<file path="src/rtl/ext_port_host.sv">
// ext_port_host -- host-side peer of the SCPU external port.
//
// An input FIFO buffers host bytes and presents its head on the CPU ext_in
// bus; the CPU pops one entry per IN (cpu_in_ack). An output FIFO captures
// every byte the CPU strobes out on ext_out; the host drains it with a
// valid/ready handshake. The CPU side can never stall, so an ack on an
// empty input FIFO and a strobe into a full output FIFO are recorded in
// sticky error flags instead of being back-pressured.
//
// Ports:
//   clk, rst                         clock; async reset, active low
//   host_wr_data/valid/ready         host -> input FIFO push
//   cpu_ext_in, cpu_in_empty         input FIFO head seen by the CPU
//   cpu_in_ack                       CPU consumed cpu_ext_in (pop)
//   cpu_ext_out, cpu_out_stb         CPU byte -> output FIFO push
//   host_rd_data/valid/ready         output FIFO head -> host
//   in_level, out_level              FIFO occupancies
//   err_underflow, err_overflow      sticky error flags
//   stat_in_words, stat_out_words    saturating counters (EXT_PORT_STATS_EN)
//   clr_err                          sync clear of flags and counters
//
// Build option: define EXT_PORT_STATS_EN to add the statistics counters.
module ext_port_host #(
  parameter int          IN_DEPTH   = 4,
  parameter int          OUT_DEPTH  = 4,
  parameter logic [7:0]  IDLE_VALUE = 8'h00
) (
  input  logic       clk,
  input  logic       rst,
  input  logic [7:0] host_wr_data,
  input  logic       host_wr_valid,
  output logic       host_wr_ready,
  output logic [7:0] cpu_ext_in,
  output logic       cpu_in_empty,
  input  logic       cpu_in_ack,
  input  logic [7:0] cpu_ext_out,
  input  logic       cpu_out_stb,
  output logic [7:0] host_rd_data,
  output logic       host_rd_valid,
  input  logic       host_rd_ready,
  output logic [4:0] in_level,
  output logic [4:0] out_level,
  output logic       err_underflow,
  output logic       err_overflow,
`ifdef EXT_PORT_STATS_EN
  output logic [7:0] stat_in_words,
  output logic [7:0] stat_out_words,
`endif
  input  logic       clr_err
);
  localparam int IPW = (IN_DEPTH  > 1) ? $clog2(IN_DEPTH)  : 1;
  localparam int OPW = (OUT_DEPTH > 1) ? $clog2(OUT_DEPTH) : 1;

  // ---------------- input FIFO (host -> CPU) ----------------
  logic [7:0]     in_mem [IN_DEPTH];
  logic [IPW-1:0] in_wr_ptr, in_rd_ptr;
  logic           in_push, in_pop, in_uflow;

  assign host_wr_ready = (in_level != 5'(IN_DEPTH));
  assign cpu_in_empty  = (in_level == 5'd0);
  assign cpu_ext_in    = cpu_in_empty ? IDLE_VALUE : in_mem[in_rd_ptr];
  assign in_push       = host_wr_valid && host_wr_ready;
  // Pop/underflow judged on the pre-edge level: an ack in the same cycle as
  // the first push into an empty FIFO is an underflow, the push still lands.
  assign in_pop        = cpu_in_ack && !cpu_in_empty;
  assign in_uflow      = cpu_in_ack &&  cpu_in_empty;

  always_ff @(posedge clk) begin
    if (in_push) in_mem[in_wr_ptr] <= host_wr_data;
  end

  always_ff @(posedge clk or negedge rst) begin
    if (!rst) begin
      in_wr_ptr <= '0;
      in_rd_ptr <= '0;
      in_level  <= '0;
    end else begin
      if (in_push) in_wr_ptr <= in_wr_ptr + IPW'(1);
      if (in_pop)  in_rd_ptr <= in_rd_ptr + IPW'(1);
      case ({in_push, in_pop})
        2'b10:   in_level <= in_level + 5'd1;
        2'b01:   in_level <= in_level - 5'd1;
        default: ;
      endcase
    end
  end

  // ---------------- output FIFO (CPU -> host) ----------------
  logic [7:0]     out_mem [OUT_DEPTH];
  logic [OPW-1:0] out_wr_ptr, out_rd_ptr;
  logic           out_full, out_push, out_pop, out_oflow;

  assign out_full      = (out_level == 5'(OUT_DEPTH));
  assign host_rd_valid = (out_level != 5'd0);
  assign host_rd_data  = host_rd_valid ? out_mem[out_rd_ptr] : 8'h00;
  assign out_pop       = host_rd_valid && host_rd_ready;
  // A pop in the same cycle frees the slot, so full+strobe+pop is accepted.
  assign out_push      = cpu_out_stb && (!out_full || out_pop);
  assign out_oflow     = cpu_out_stb &&   out_full && !out_pop;

  always_ff @(posedge clk) begin
    if (out_push) out_mem[out_wr_ptr] <= cpu_ext_out;
  end

  always_ff @(posedge clk or negedge rst) begin
    if (!rst) begin
      out_wr_ptr <= '0;
      out_rd_ptr <= '0;
      out_level  <= '0;
    end else begin
      if (out_push) out_wr_ptr <= out_wr_ptr + OPW'(1);
      if (out_pop)  out_rd_ptr <= out_rd_ptr + OPW'(1);
      case ({out_push, out_pop})
        2'b10:   out_level <= out_level + 5'd1;
        2'b01:   out_level <= out_level - 5'd1;
        default: ;
      endcase
    end
  end

  // ---------------- sticky flags: a new event beats clr_err ----------------
  always_ff @(posedge clk or negedge rst) begin
    if (!rst) begin
      err_underflow <= 1'b0;
      err_overflow  <= 1'b0;
    end else begin
      err_underflow <= in_uflow  || (err_underflow && !clr_err);
      err_overflow  <= out_oflow || (err_overflow  && !clr_err);
    end
  end

`ifdef EXT_PORT_STATS_EN
  // Saturating traffic counters; clr_err zeroes them.
  always_ff @(posedge clk or negedge rst) begin
    if (!rst) begin
      stat_in_words  <= '0;
      stat_out_words <= '0;
    end else if (clr_err) begin
      stat_in_words  <= '0;
      stat_out_words <= '0;
    end else begin
      if (in_pop  && stat_in_words  != 8'hFF) stat_in_words  <= stat_in_words  + 8'd1;
      if (out_push && stat_out_words != 8'hFF) stat_out_words <= stat_out_words + 8'd1;
    end
  end
`else
  // Statistics counters not built.
`endif

endmodule
</file>
<file path="config.mk">
export PLATFORM = sky130hd
export DESIGN_NAME = ext_port_host
export DESIGN_NICKNAME = d
export VERILOG_FILES = /design/src/rtl/ext_port_host.sv
export SDC_FILE = /design/constraint.sdc
export NUM_CORES = 1
export LEC_CHECK = 0
export CAP_MARGIN = 0
export CORE_MARGIN = 4
export CORE_UTILIZATION = 49
export DETAILED_ROUTE_END_ITERATION = 10
export PLACE_DENSITY = 0.8
export REMOVE_ABC_BUFFERS = 1
export SLEW_MARGIN = 20
export SYNTH_ARGS = -nofsm -noshare
export SYNTH_HDL_FRONTEND = slang
export SYNTH_SLANG_ARGS = --single-unit
</file>
<file path="constraint.sdc">
create_clock -name clk -period 3.1 [get_ports clk]
set_input_delay 0.31 -clock clk [delete_from_list [all_inputs] [get_ports clk]]
set_output_delay 0.31 -clock clk [all_outputs]
set_load 0.02 [all_outputs]
</file>
==> out/metrics.csv <==
metric,value,unit
area_growth,22.20,%
setup_repair_after_global_routing_missed_its_margin,false,
reg2reg_slack,320,ps
detail_route.iter0.violations,30,
proportion_of_layout_cells_with_a_drive_suffix_above_1,0.1471,
final.setup.worst_slack,317.8,ps
vias_per_cell,5.160,
syn_area,0.003804,mm^2
synthesis_stage_register_bit_count,84,
antenna_left,0,
clockBufferDepth,2,
synth_commonest_cells,"64 x sky130_fd_sc_hd__edfxtp_1, 20 x sky130_fd_sc_hd__dfrtp_1, 16 x sky130_fd_sc_hd__mux4_2",
depth_of_the_worst_register_to_register_path,12,
layer_with_the_highest_usage_after_global_routing,met2,
yosysTopAreaCell,sky130_fd_sc_hd__edfxtp_1,
synth_enable_flop_cells,64,
worst_r2r_startpoint,in_level[1],
hold_violations,0,
leakage,1.697,nW
post_synth_num_cell_types,41,
worst_path_max_delay_cell,sky130_fd_sc_hd__dfrtp_1,
place.gp.congestion,0.8248,
seq_area_frac_synth,0.6368,
status,finished clean,
worst_ep_arrival_time,3060,ps
effective_utilization_at_floorplan,0.5134,
final_nets,338,
critPathRequiredTime,3380,ps
start_kind,flop,
maximum_fanout_along_the_worst_path,9,
clk_pin_slew,90,ps
worst-path-buf-inv,1,
irDropWorstVdd,0.3876,mV
grt_util_met2,0.2565,
grt.total_usage,0.1568,
swShare,0.3538,
boundary_pin_count,54,
area_of_placed_instances,0.004428,mm^2
clock_skew,10.09,ps
first_pass_iters,4,
power.net_switching,1.602,mW
number_of_remaining_drc_errors,0,
synth.area.top_cells,"sky130_fd_sc_hd__edfxtp_1 51%, sky130_fd_sc_hd__dfrtp_1 13%, sky130_fd_sc_hd__mux4_2 9.5%",
worst_hold_path_type,input port to async pin,
antennaDiodeCount,0,
grt_pass1_wl,10690,um
p_comb_frac,0.424,
worst-slew-pin-transition,610.9,ps
sinks_on_clock_net,84,
sequentialPowerShare,0.405,
ys_dominant_reg_cell,sky130_fd_sc_hd__edfxtp_1,
slew-limit-headroom,0.5928,
fmax,359.4,MHz
detail_route.wl_per_cell,16.17,um
cts_max_level,3,
die_w,96.11,um
finalWirelength,6547,um
floorplan.die_area,0.009236,mm^2
finalSetupViolCount,0,
power-per-cell-area,973.9,mW/mm^2
first_global_vias,2189,
whs,451.4,ps
warnings_synthesis,0,
final.min_clock_period,2782,ps
globalRouteMet1Util,0.2002,
criticalPathCategory,flop to flop,
cellInternalPower,2.925,mW
finalPower,4.527,mW
syn_avg_cell_area,15.65,um^2
route.vias.total,2090,
synthCells,243,
ratio_of_final_minimum_period_to_clock_period,0.8975,
slowest_delay,490,ps
cts_buffers,9,
cell_chosen_for_the_clock_root,sky130_fd_sc_hd__clkbuf_8,
clock_power_share,0.171,
dp_hpwl,4566,um
std_cell_rows,31,
core-area,0.007408,mm^2
die_h,96.11,um
tritoncts,done,
count_of_buffers_from_port_buffering,53,
dpl_worst_slack,273.2,ps
synth_top_area_frac,0.5053,
cp_cell_sequence,"nor4_4, nand2_1, and2_1, inv_1, ha_1, xor2_1, ha_1, a21boi_0, o221ai_1, a21o_1, a21oi_1, xor2_1",
largest_net_degree_at_the_start_of_global_routing,21,
timing.critical_path.max_delay_family,simple AND/OR/NAND/NOR gates,
fin_setup_tns,0,ps
grt_antenna_before_repair,0,
grt_remaining_overflow,0,
synth_async_sr_flop_share,0.2381,
insertion_delay,350,ps
post-route-cell-area,0.004648,mm^2
met3_usage,0.03127,
drv_slew,0,
synth_most_common_cell,sky130_fd_sc_hd__edfxtp_1,
maxCapViolations,0,
worst_r2r_endpoint,in_level[4],
endpoint_kind,flop,
## worst max path at each step
| stage | start | depth (start not counted) | to |
|---|---|---|---|
| 2_1_floorplan | in_level[1] | 11 | in_level[4] |
| 3_3_place_gp | in_level[1] | 12 | in_level[4] |
| 3_5_place_dp | in_level[1] | 12 | in_level[4] |
| 4_1_cts | in_level[1] | 12 | in_level[4] |
| 5_1_grt | in_level[1] | 12 | in_level[4] |
| 6_report | in_level[1] | 12 | in_level[4] |
## metal layers
metal  share of wire  vias up
li1                -     1017
met1            0.42     1016
met2            0.52       46
met3           0.045       11
met4           0.015        0
met5               0        -
## layout make-up
| class | instances | area, um^2 |
|---|---|---|
| Clock buffer | 10 | 127.6 |
| Clock inverter | 6 | 72.57 |
| Fill cell | 536 | 2760 |
| Inverter | 9 | 33.78 |
| Multi-Input combinational cell | 137 | 1287 |
| Sequential cell | 84 | 2422 |
| Tap cell | 99 | 123.9 |
| Timing Repair Buffer | 60 | 580.6 |
## cell usage in the layout, fill, tap and decap left out, types with 2 or more instances in the layout
master                            instances
sky130_fd_sc_hd__edfxtp_1                64
sky130_fd_sc_hd__clkdlybuf4s50_1         52
sky130_fd_sc_hd__dfrtp_1                 20
sky130_fd_sc_hd__mux4_2                  16
sky130_fd_sc_hd__ha_1                    14
sky130_fd_sc_hd__and2_1                  13
sky130_fd_sc_hd__nand2_1                 13
sky130_fd_sc_hd__nor2b_1                 11
sky130_fd_sc_hd__inv_1                    9
sky130_fd_sc_hd__xor2_1                   9
sky130_fd_sc_hd__clkbuf_8                 9
sky130_fd_sc_hd__nor2_1                   7
sky130_fd_sc_hd__xnor2_1                  7
sky130_fd_sc_hd__buf_4                    6
sky130_fd_sc_hd__and3_1                   4
sky130_fd_sc_hd__o21ai_0                  4
sky130_fd_sc_hd__nand2b_1                 3
sky130_fd_sc_hd__mux2i_1                  3
sky130_fd_sc_hd__o221ai_1                 3
sky130_fd_sc_hd__nand3_1                  3
sky130_fd_sc_hd__o21ai_1                  3
sky130_fd_sc_hd__clkinvlp_4               3
sky130_fd_sc_hd__nor4_4                   2
sky130_fd_sc_hd__o21a_1                   2
sky130_fd_sc_hd__o22ai_1                  2
sky130_fd_sc_hd__a21o_1                   2
sky130_fd_sc_hd__a21oi_1                  2
## logic make-up (layout without fill, tap and decap cells)
family | count (synthesis) | after routing | synth area share
flops | 84 | 84 | 0.6368
simple gates | 59 | 59 | 0.08915
compound gates | 27 | 27 | 0.05395
buf+inv | 22 | 85 | 0.02862
mux | 21 | 21 | 0.1086
xor+xnor | 16 | 16 | 0.03684
fa+ha+maj | 14 | 14 | 0.04605
## worst register-to-register path, cell delays in order (launching register included)
cell                       delay, ps
sky130_fd_sc_hd__dfrtp_1         490
sky130_fd_sc_hd__nor4_4          330
sky130_fd_sc_hd__nand2_1         160
sky130_fd_sc_hd__and2_1          240
sky130_fd_sc_hd__inv_1            90
sky130_fd_sc_hd__ha_1            180
sky130_fd_sc_hd__xor2_1          150
sky130_fd_sc_hd__ha_1            200
sky130_fd_sc_hd__a21boi_0        190
sky130_fd_sc_hd__o221ai_1        160
sky130_fd_sc_hd__a21o_1          200
sky130_fd_sc_hd__a21oi_1         170
sky130_fd_sc_hd__xor2_1          160
## power groups by stage
stage | sequential (mW) | clock (mW) | combinational (mW)
global placement | 1.84 | 0 | 1.91
finish | 1.84 | 0.773 | 1.92
global route | 1.89 | 0.847 | 2.09
floorplan | 1.87 | 0 | 1.13
detailed placement | 1.86 | 0 | 1.94
CTS | 1.83 | 0.797 | 1.94
## flip-flops by register name (all words and copies together), names as in the netlist
register	cells
out_mem	32
out_wr_ptr	2
err_overflow	1
err_underflow	1
in_wr_ptr	2
in_mem	32
out_level	5
out_rd_ptr	2
in_level	5
in_rd_ptr	2
## stage by stage
step | util | cells
2_1_floorplan | - | 230
3_3_place_gp | 0.5977 | 388
3_5_place_dp | 0.5977 | 388
4_1_cts | 0.6247 | 404
5_1_grt | 0.6274 | 405
6_report | 0.6274 | 405
## timing repair
action	CTS	global route
resized for setup	0	2
hold buffers	0	1
buffers inserted	0	0
endpoints found under the setup margin	0	1
endpoints found under the hold margin	0	20
No activity file was read; power rests on OpenSTA's default activity.
